$ cat config.mk
export PLATFORM = sky130hd
export DESIGN_NAME = serial_or_reduce
export DESIGN_NICKNAME = d
export VERILOG_FILES = /design/src/rtl/serial_or_pkg.sv /design/src/rtl/or_gate_using_mux.sv /design/src/rtl/serial_or_reduce.sv
export SDC_FILE = /design/constraint.sdc
export NUM_CORES = 1
export LEC_CHECK = 0
export ABC_AREA = 1
export BUFFER_PORTS_ARGS = -buffer_cell sky130_fd_sc_hd__buf_2
export CORE_MARGIN = 3
export CORE_UTILIZATION = 35
export DETAILED_ROUTE_END_ITERATION = 8
export HOLD_SLACK_MARGIN = 0.12
export PLACE_DENSITY = 0.59
export SYNTH_ARGS = -nofsm -noshare
export SYNTH_HDL_FRONTEND = slang
export SYNTH_SLANG_ARGS = --single-unit
$ cat constraint.sdc
create_clock -name clk -period 2.5 [get_ports clk]
set_input_delay 0.625 -clock clk [delete_from_list [all_inputs] [get_ports clk]]
set_output_delay 0.625 -clock clk [all_outputs]
set_load 0.01 [all_outputs]
$ cat src/rtl/serial_or_pkg.sv
// Shared types and parameter sanity helpers for the serial OR-reduction stage.
package serial_or_pkg;

  // Frame sequencing states: gathering bits, or holding a finished result.
  typedef enum logic {
    ACCUM = 1'b0,
    HOLD  = 1'b1
  } state_e;

  // Legal frame length is 1..255 and out_len must be able to hold FRAME_LEN.
  function automatic bit params_ok(int unsigned frame_len, int unsigned len_w);
    return (frame_len >= 32'd1) && (frame_len <= 32'd255) &&
           (len_w >= 32'd1) && (len_w < 32'd32) &&
           ((64'd1 << len_w) > 64'(frame_len));
  endfunction

endpackage

$ cat src/rtl/or_gate_using_mux.sv
// Two-input OR built from a 2:1 mux: when a is set the result is forced high, otherwise b passes.
module or_gate_using_mux (
  input  logic a,
  input  logic b,
  output logic y
);

  // Mux select is a; the 1-leg is tied high.
  assign y = a ? 1'b1 : b;

endmodule

$ cat src/rtl/serial_or_reduce.sv
// Serial OR-reduction: ORs accepted bits of a frame (FRAME_LEN bits or closed
// early by in_last) and holds one registered result until downstream takes it.
module serial_or_reduce
  import serial_or_pkg::*;
#(
  parameter int unsigned FRAME_LEN = 8,
  parameter int unsigned LEN_W     = 8
) (
  input  logic             clk,
  input  logic             rst,
  input  logic             in_valid,
  output logic             in_ready,
  input  logic             in_bit,
  input  logic             in_last,
  output logic             out_valid,
  input  logic             out_ready,
  output logic             out_or,
  output logic [LEN_W-1:0] out_len,
  output logic             out_early
);

  // Reject illegal parameter combinations at elaboration.
  if (!params_ok(FRAME_LEN, LEN_W)) begin : g_param_check
    $error("serial_or_reduce: FRAME_LEN must be 1..255 and 2**LEN_W > FRAME_LEN");
  end

  localparam logic [LEN_W-1:0] LAST_IDX  = LEN_W'(FRAME_LEN - 1);
  localparam logic [LEN_W-1:0] FRAME_MAX = LEN_W'(FRAME_LEN);

  state_e             state_q, state_d;
  logic               acc_q, acc_d;
  logic [LEN_W-1:0]   cnt_q, cnt_d;
  logic               out_valid_d;
  logic               out_or_d;
  logic [LEN_W-1:0]   out_len_d;
  logic               out_early_d;

  logic               or_y;
  logic               accept;
  logic               final_bit;
  logic [LEN_W-1:0]   cnt_inc;

  // Ready only while gathering, and never during reset.
  assign in_ready  = !rst && (state_q == ACCUM);
  assign accept    = in_valid && in_ready;
  assign cnt_inc   = cnt_q + LEN_W'(1);
  // Frame closes on in_last or on the FRAME_LEN-th bit; only meaningful when accept is high.
  assign final_bit = in_last || (cnt_q == LAST_IDX);

  // Per-bit combine; feeds both the running accumulator and the result capture.
  or_gate_using_mux u_or (
    .a (acc_q),
    .b (in_bit),
    .y (or_y)
  );

  // Next-state and next-output logic.
  always_comb begin
    state_d     = state_q;
    acc_d       = acc_q;
    cnt_d       = cnt_q;
    out_or_d    = out_or;
    out_len_d   = out_len;
    out_early_d = out_early;

    case (state_q)
      ACCUM: begin
        if (accept) begin
          if (final_bit) begin
            out_or_d    = or_y;
            out_len_d   = cnt_inc;
            out_early_d = in_last && (cnt_inc < FRAME_MAX);
            acc_d       = 1'b0;
            cnt_d       = '0;
            state_d     = HOLD;
          end else begin
            acc_d = or_y;
            cnt_d = cnt_inc;
          end
        end
      end
      HOLD: begin
        // Data outputs keep their value after the handshake.
        if (out_ready) begin
          state_d = ACCUM;
        end
      end
      default: begin
        state_d = ACCUM;
      end
    endcase

    out_valid_d = (state_d == HOLD);
  end

  // State and output registers; reset discards any partial frame or pending result.
  always_ff @(posedge clk or posedge rst) begin
    if (rst) begin
      state_q   <= ACCUM;
      acc_q     <= 1'b0;
      cnt_q     <= '0;
      out_valid <= 1'b0;
      out_or    <= 1'b0;
      out_len   <= '0;
      out_early <= 1'b0;
    end else begin
      state_q   <= state_d;
      acc_q     <= acc_d;
      cnt_q     <= cnt_d;
      out_valid <= out_valid_d;
      out_or    <= out_or_d;
      out_len   <= out_len_d;
      out_early <= out_early_d;
    end
  end

endmodule

==> metrics.txt, run 1 <==
maximum buffer depth of the clock tree=2; Hold Fails Final Rpt=0; number of post-CTS setup repair buffers=0; Floorplan Core Area=2567 um2; DRC violation count after routing=0; initial detailed-routing violation count=45; total setup violations reported at the end of the flow=0; fraction of layout instances using a drive strength above 1=24.26%; worst slew margin relative to its limit=50.46%; Synth top cells by count=nand2_1, dfrtp_1, nor2_1, o21ai_0; Post-synth ARST share=100.0%; instance area after placement=1089 um2; Inserted Clock Buffers=3; wire length of the first global-routing pass=3436 um; Final Cycle Share=64.12%; post-synthesis share of cell area spent on and, or, nand and nor gates=28.72%; hold-fix buffer count after cts=0; hold crit path type=primary input to asynchronous set/reset pin; reg2reg setup slack=0.95 ns; cell at the root of the clock tree=clkbuf_4; CP Launch Type=primary input; clock-pin slew of the registers on the worst-case setup and hold paths=0.11 ns; final weighted congestion in routability-driven placement=0.7387; DR WL/cell=11.67 um; detailed placer's ending HPWL=1481 um; clock tree from TritonCTS=built; insertion delay to the later sink of the worst-skew pair=0.29 ns; post-synthesis average cell area=8.345 um2; number of vias per cell after detailed routing=4.916; power density over the cells=628.9 nW/um2; height of the chip=59.04 um; overall global routing resource usage=12.94%; synthesis-stage register bit count=20; time the worst path needs with I/O delays and setup=1.603 ns; total wire length after detailed routing=1937 um; multi-input gate area in the final layout=427.9 um2; horizontal die dimension=59.04 um; total nets after synthesis=125; worst-path maximum fanout=2; net count reported at finish=145; worst r2r dst=cnt_q[5]$_DFFE_PP0P_; CTS H-tree depth=1; area share of the largest cell type after synthesis=50.83%; sequential fraction of the synthesis area=50.83%; startpoint-to-endpoint class of the critical path=primary input to output port; main combinational cell family by area after synthesis=simple AND/OR/NAND/NOR gates; Critical Path AT=0.98 ns; library cell appearing most often on the critical path=buf_2; number of flops mapped to enable cells by yosys=0; unrepaired setup endpoints after global routing=no; clock sinks=20; Most used DFF post-synth=dfrtp_1; Placement Rows=18; Filler Cell Count=260; total non-filler cell area in the finished layout=1111 um2; Post-Synth Adder-Cell Area=1.271%; final cell utilization of the core=43.27%; delay of the slowest critical-path stage=0.14 ns; library cell with the highest instance count after synthesis=nand2_1; area enclosed by the die boundary=3486 um2; initial antenna violation count=0; netlist area before placement=984.7 um2; smallest setup slack after layout=0.8971 ns; count of buffers from port buffering=17; maximum resistive drop on vdd=0.0003622 V; compound-gate portion of the synthesized area=12.58%; I/O Pins=18; leading area contributor after synthesis=dfrtp_1; post-route setup TNS=0 ns; synth-to-layout area growth=12.83%; Max Fclk=0.6239 GHz; Worst R2R Path Depth=6; mux cell area share after synthesis=0%; register area=500.5 um2; effective utilization at floorplan=38.35%; clk_skew=0.002136 ns; Post-Synth XOR/XNOR Area=0.8895%; count of warnings emitted by yosys=0; max-cap violations=0; total gr overflow=0; final-report max-slew violation count=0; CP endpoint kind=output port; DR pass1 iterations=5; count of instances resized after the clock tree is built=0; count of distinct cell types in the synthesized netlist=18; library cell contributing the largest single delay on the critical path=buf_2; leak pwr=0.0005831 uW; via count=816; source of the worst register-to-register timing path=cnt_q[0]$_DFFE_PP0P_; Cells after Synth=118; Worst Max-Slew Pin Slew=0.7423 ns; crit path cell chain=buf_2 -> nor2_2 -> buf_2; Req. time, crit path=1.88 ns; total power=698.8 uW; via count of the first global-routing pass=801; crit path from=rst; run status=complete, no violations; antenna diode count=0; setup slack after placement=0.8080 ns; pin count of the biggest net entering global routing=21; largest cells by area after synthesis=dfrtp_1, nand2_1, o21ai_2; post-route ant nets=0
## layout by cell type (no fill, tap or decap), drive strengths merged, types with 3 or more instances in the layout
cell	Yosys	final
nand2	44	44
buf	2	17
o21ai	15	15
inv	10	10
dfrtp	20	20
clkbuf	0	3
nor2	13	13
nand3	9	9
## power breakdown
part	leakage [uW]	switching, uW	internal (uW)
sequential	0.000267	32.6	369
combinational	0.000303	87.4	60.1
clock	0.0000138	93.9	56.1
## flip-flops by register name, indices dropped and copies added, names as in the netlist
| name | count |
|---|---|
| cnt_q | 8 |
| out_early | 1 |
| acc_q | 1 |
| state_q | 1 |
| out_len | 8 |
| out_or | 1 |
## cells by family after synthesis
logic type,count (synthesis)
buffers and inverters,12
xor gates and xnor gates,1
DFF,20
AOI/OAI and AO/OA,17
adders and majority gates,1
and+or+nand+nor,67
## through the flow
step	hold slack, ns	cells
after global placement	0.4612	163
after CTS	0.4860	166
after detailed placement	0.4623	163
final	0.4612	166
after floorplan	0.4524	118
after global routing	0.4777	166
## worst max-delay path, delay by kind of cell
| kind | cells | cell delay [ns] |
|---|---|---|
| AND/OR/NAND/NOR | 1 | 0.10 |
| buffers and inverters | 2 | 0.25 |
## layer usage
layer | up-vias | global-route usage [%] | share of wire (%)
met5 | - | 0 | 0
met4 | 0 | 4.854 | 1.3
met3 | 4 | 3.268 | 4.7
met2 | 16 | 20.98 | 49
met1 | 382 | 16.60 | 45
li1 | 414 | - | -
## cell type report
cell class	instances	share of cell area, %
Clock buffer	3	2.027
Inverter	10	3.378
Multi-Input combinational cell	86	38.51
Sequential cell	20	45.04
Tap cell	30	3.378
Timing Repair Buffer	17	7.658
## worst max-delay path by stage
stage                                  end  slack, ns
finish                            in_ready       0.90
global route          cnt_q[5]$_DFFE_PP0P_       0.85
CTS                               in_ready       0.89
detailed placement   out_early$_DFFE_PP0P_       0.81
global placement      cnt_q[5]$_DFFE_PP0P_       0.85
floorplan           out_len[2]$_DFFE_PP0P_       0.99
Note: power is estimated with default switching activity, not from simulation.
==> run 2: changes to the inputs <==
==> constraint.sdc (replaced) <==
create_clock -name clk -period 1.6 [get_ports clk]
set_input_delay 0.4 -clock clk [delete_from_list [all_inputs] [get_ports clk]]
set_output_delay 0.4 -clock clk [all_outputs]
set_load 0.01 [all_outputs]
==> run 2 against run 1 <==
  * Global-route usage decreased by 0.13 points
  * Die area unchanged
  * Critical path depth increased by 4
  * Total power increased by 56%
  * Flip-flop and latch count unchanged
  * Via count decreased by 0.25%
  * Final cell count increased by 1.2%
  * Clock power increased by 51%
  * Largest cell class unchanged
  * Largest power group unchanged
==> metrics.txt, run 2 (same netlist as run 1, synthesis figures left out) <==
total gr overflow=0; Max Fclk=0.6770 GHz; DR WL/cell=11.63 um; most common cell after layout, fill and taps aside=nand2_1; CP endpoint kind=flip-flop; Req. time, crit path=1.83 ns; power density over the cells=961.5 nW/um2; horizontal die dimension=59.04 um; I/O Pins=18; startpoint-to-endpoint class of the critical path=flip-flop to flip-flop; number of vias per cell after detailed routing=4.845; initial detailed-routing violation count=52; hold crit path type=primary input to asynchronous set/reset pin; clock-pin slew of the registers on the worst-case setup and hold paths=0.10 ns; detailed placer's ending HPWL=1504 um; CTS H-tree depth=1; CP Launch Type=flip-flop; DR pass1 iterations=5; clock tree from TritonCTS=built; Placement Rows=18; registers with the highest flip-flop counts=cnt_q: 8 flops, out_len: 8 flops; commonest cells after routing, fill and taps aside=nand2_1, dfrtp_1, buf_2, nor2_1, o21ai_0; met2 track demand over resource in global routing=20.19%; clock sinks=20; time the worst path needs with I/O delays and setup=1.477 ns; Worst Max-Slew Pin Slew=0.3251 ns; smallest setup slack after layout=0.1229 ns; net count reported at finish=147; insertion delay to the later sink of the worst-skew pair=0.29 ns; Hold Fails Final Rpt=0; setup slack after placement=0.09463 ns; initial antenna violation count=0; final-report max-slew violation count=0; Floorplan Core Area=2567 um2; total wire length after detailed routing=1953 um; count of buffers from port buffering=17; filler-free cell count of the finished design=168; most utilized layer in the global route result=met2; post-route ant nets=0; leak pwr=0.0005903 uW; global routing usage on met3=2.614%; total setup violations reported at the end of the flow=0; final weighted congestion in routability-driven placement=0.8171; max-cap violations=0; via count=814; worst slew margin relative to its limit=78.30%; antenna diode count=0; effective utilization at floorplan=38.35%; pin count of the biggest net entering global routing=21; via count of the first global-routing pass=761; maximum buffer depth of the clock tree=2; overall global routing resource usage=12.81%; DRC violation count after routing=0; post-route setup TNS=0 ns; unrepaired setup endpoints after global routing=no; area enclosed by the die boundary=3486 um2; worst-path maximum fanout=18; number of post-CTS setup repair buffers=0; fraction of layout instances using a drive strength above 1=26.81%; wire length of the first global-routing pass=3408 um; M1 GR Usage=17.31%; synth-to-layout area growth=14.87%; Final Cycle Share=92.32%; Critical Path AT=1.71 ns; height of the chip=59.04 um; cell at the root of the clock tree=clkbuf_4; clk_skew=0.006516 ns; number of placed instances, taps included=165; run status=complete, no violations; Inserted Clock Buffers=3; maximum resistive drop on vdd=0.0005196 V
## run 2: where the power goes
group          leakage [uW]  internal [uW]  switching, uW
combinational      0.000310           98.9            137
clock             0.0000138           87.5            138
sequential         0.000267            576           49.7
## run 2: metal layers
layer,share of wire (%),vias to the layer above
met5,0,-
met4,1.7,0
met3,4.8,5
met2,47,23
met1,47,370
li1,-,416
## run 2: per-stage QoR
step           hold WS, ns  area (um2)  util, %  total power [uW]
6_report            0.1248        1131    44.05              1088
5_1_grt             0.1556        1131    44.05              1168
4_1_cts             0.1296        1126    43.86              1105
3_5_place_dp        0.4550        1104    42.98             874.5
3_3_place_gp        0.4490        1104    42.98             872.0
2_1_floorplan       0.3638       984.7        -             785.9
## run 2: what timing repair did
action,in CTS,in global routing
resized for setup,0,2
setup endpoints to repair,0,5
hold buffers,0,0
## run 2: final timing paths
check	slack [ns]	start	end	depth (start not counted)
worst max-delay path	0.12	cnt_q[0]$_DFFE_PP0P_	out_len[6]$_DFFE_PP0P_	7
worst min-delay path	0.12	rst	out_len[6]$_DFFE_PP0P_	3
worst max register to register	0.12	cnt_q[0]$_DFFE_PP0P_	out_len[6]$_DFFE_PP0P_	7
worst min register to register	0.48	out_len[2]$_DFFE_PP0P_	out_len[2]$_DFFE_PP0P_	2
max in group asynchronous	1.27	rst	cnt_q[3]$_DFFE_PP0P_	3
min in group clk	0.33	out_ready	state_q$_DFF_PP0_	2
## run 2: layout make-up
type | instances | area (um2)
Sequential cell | 20 | 500.5
Tap cell | 30 | 37.54
Multi-Input combinational cell | 86 | 432.9
Fill cell | 265 | 1436
Clock buffer | 3 | 22.52
Inverter | 10 | 37.54
Timing Repair Buffer | 19 | 100.1
## run 2: worst max-delay path, stage by stage, from the launching register on
cell,delay [ns]
dfrtp_1,0.42
ha_2,0.26
nand3_2,0.11
o21bai_4,0.21
nand2_4,0.17
inv_1,0.14
nor2_1,0.05
nor2_1,0.07
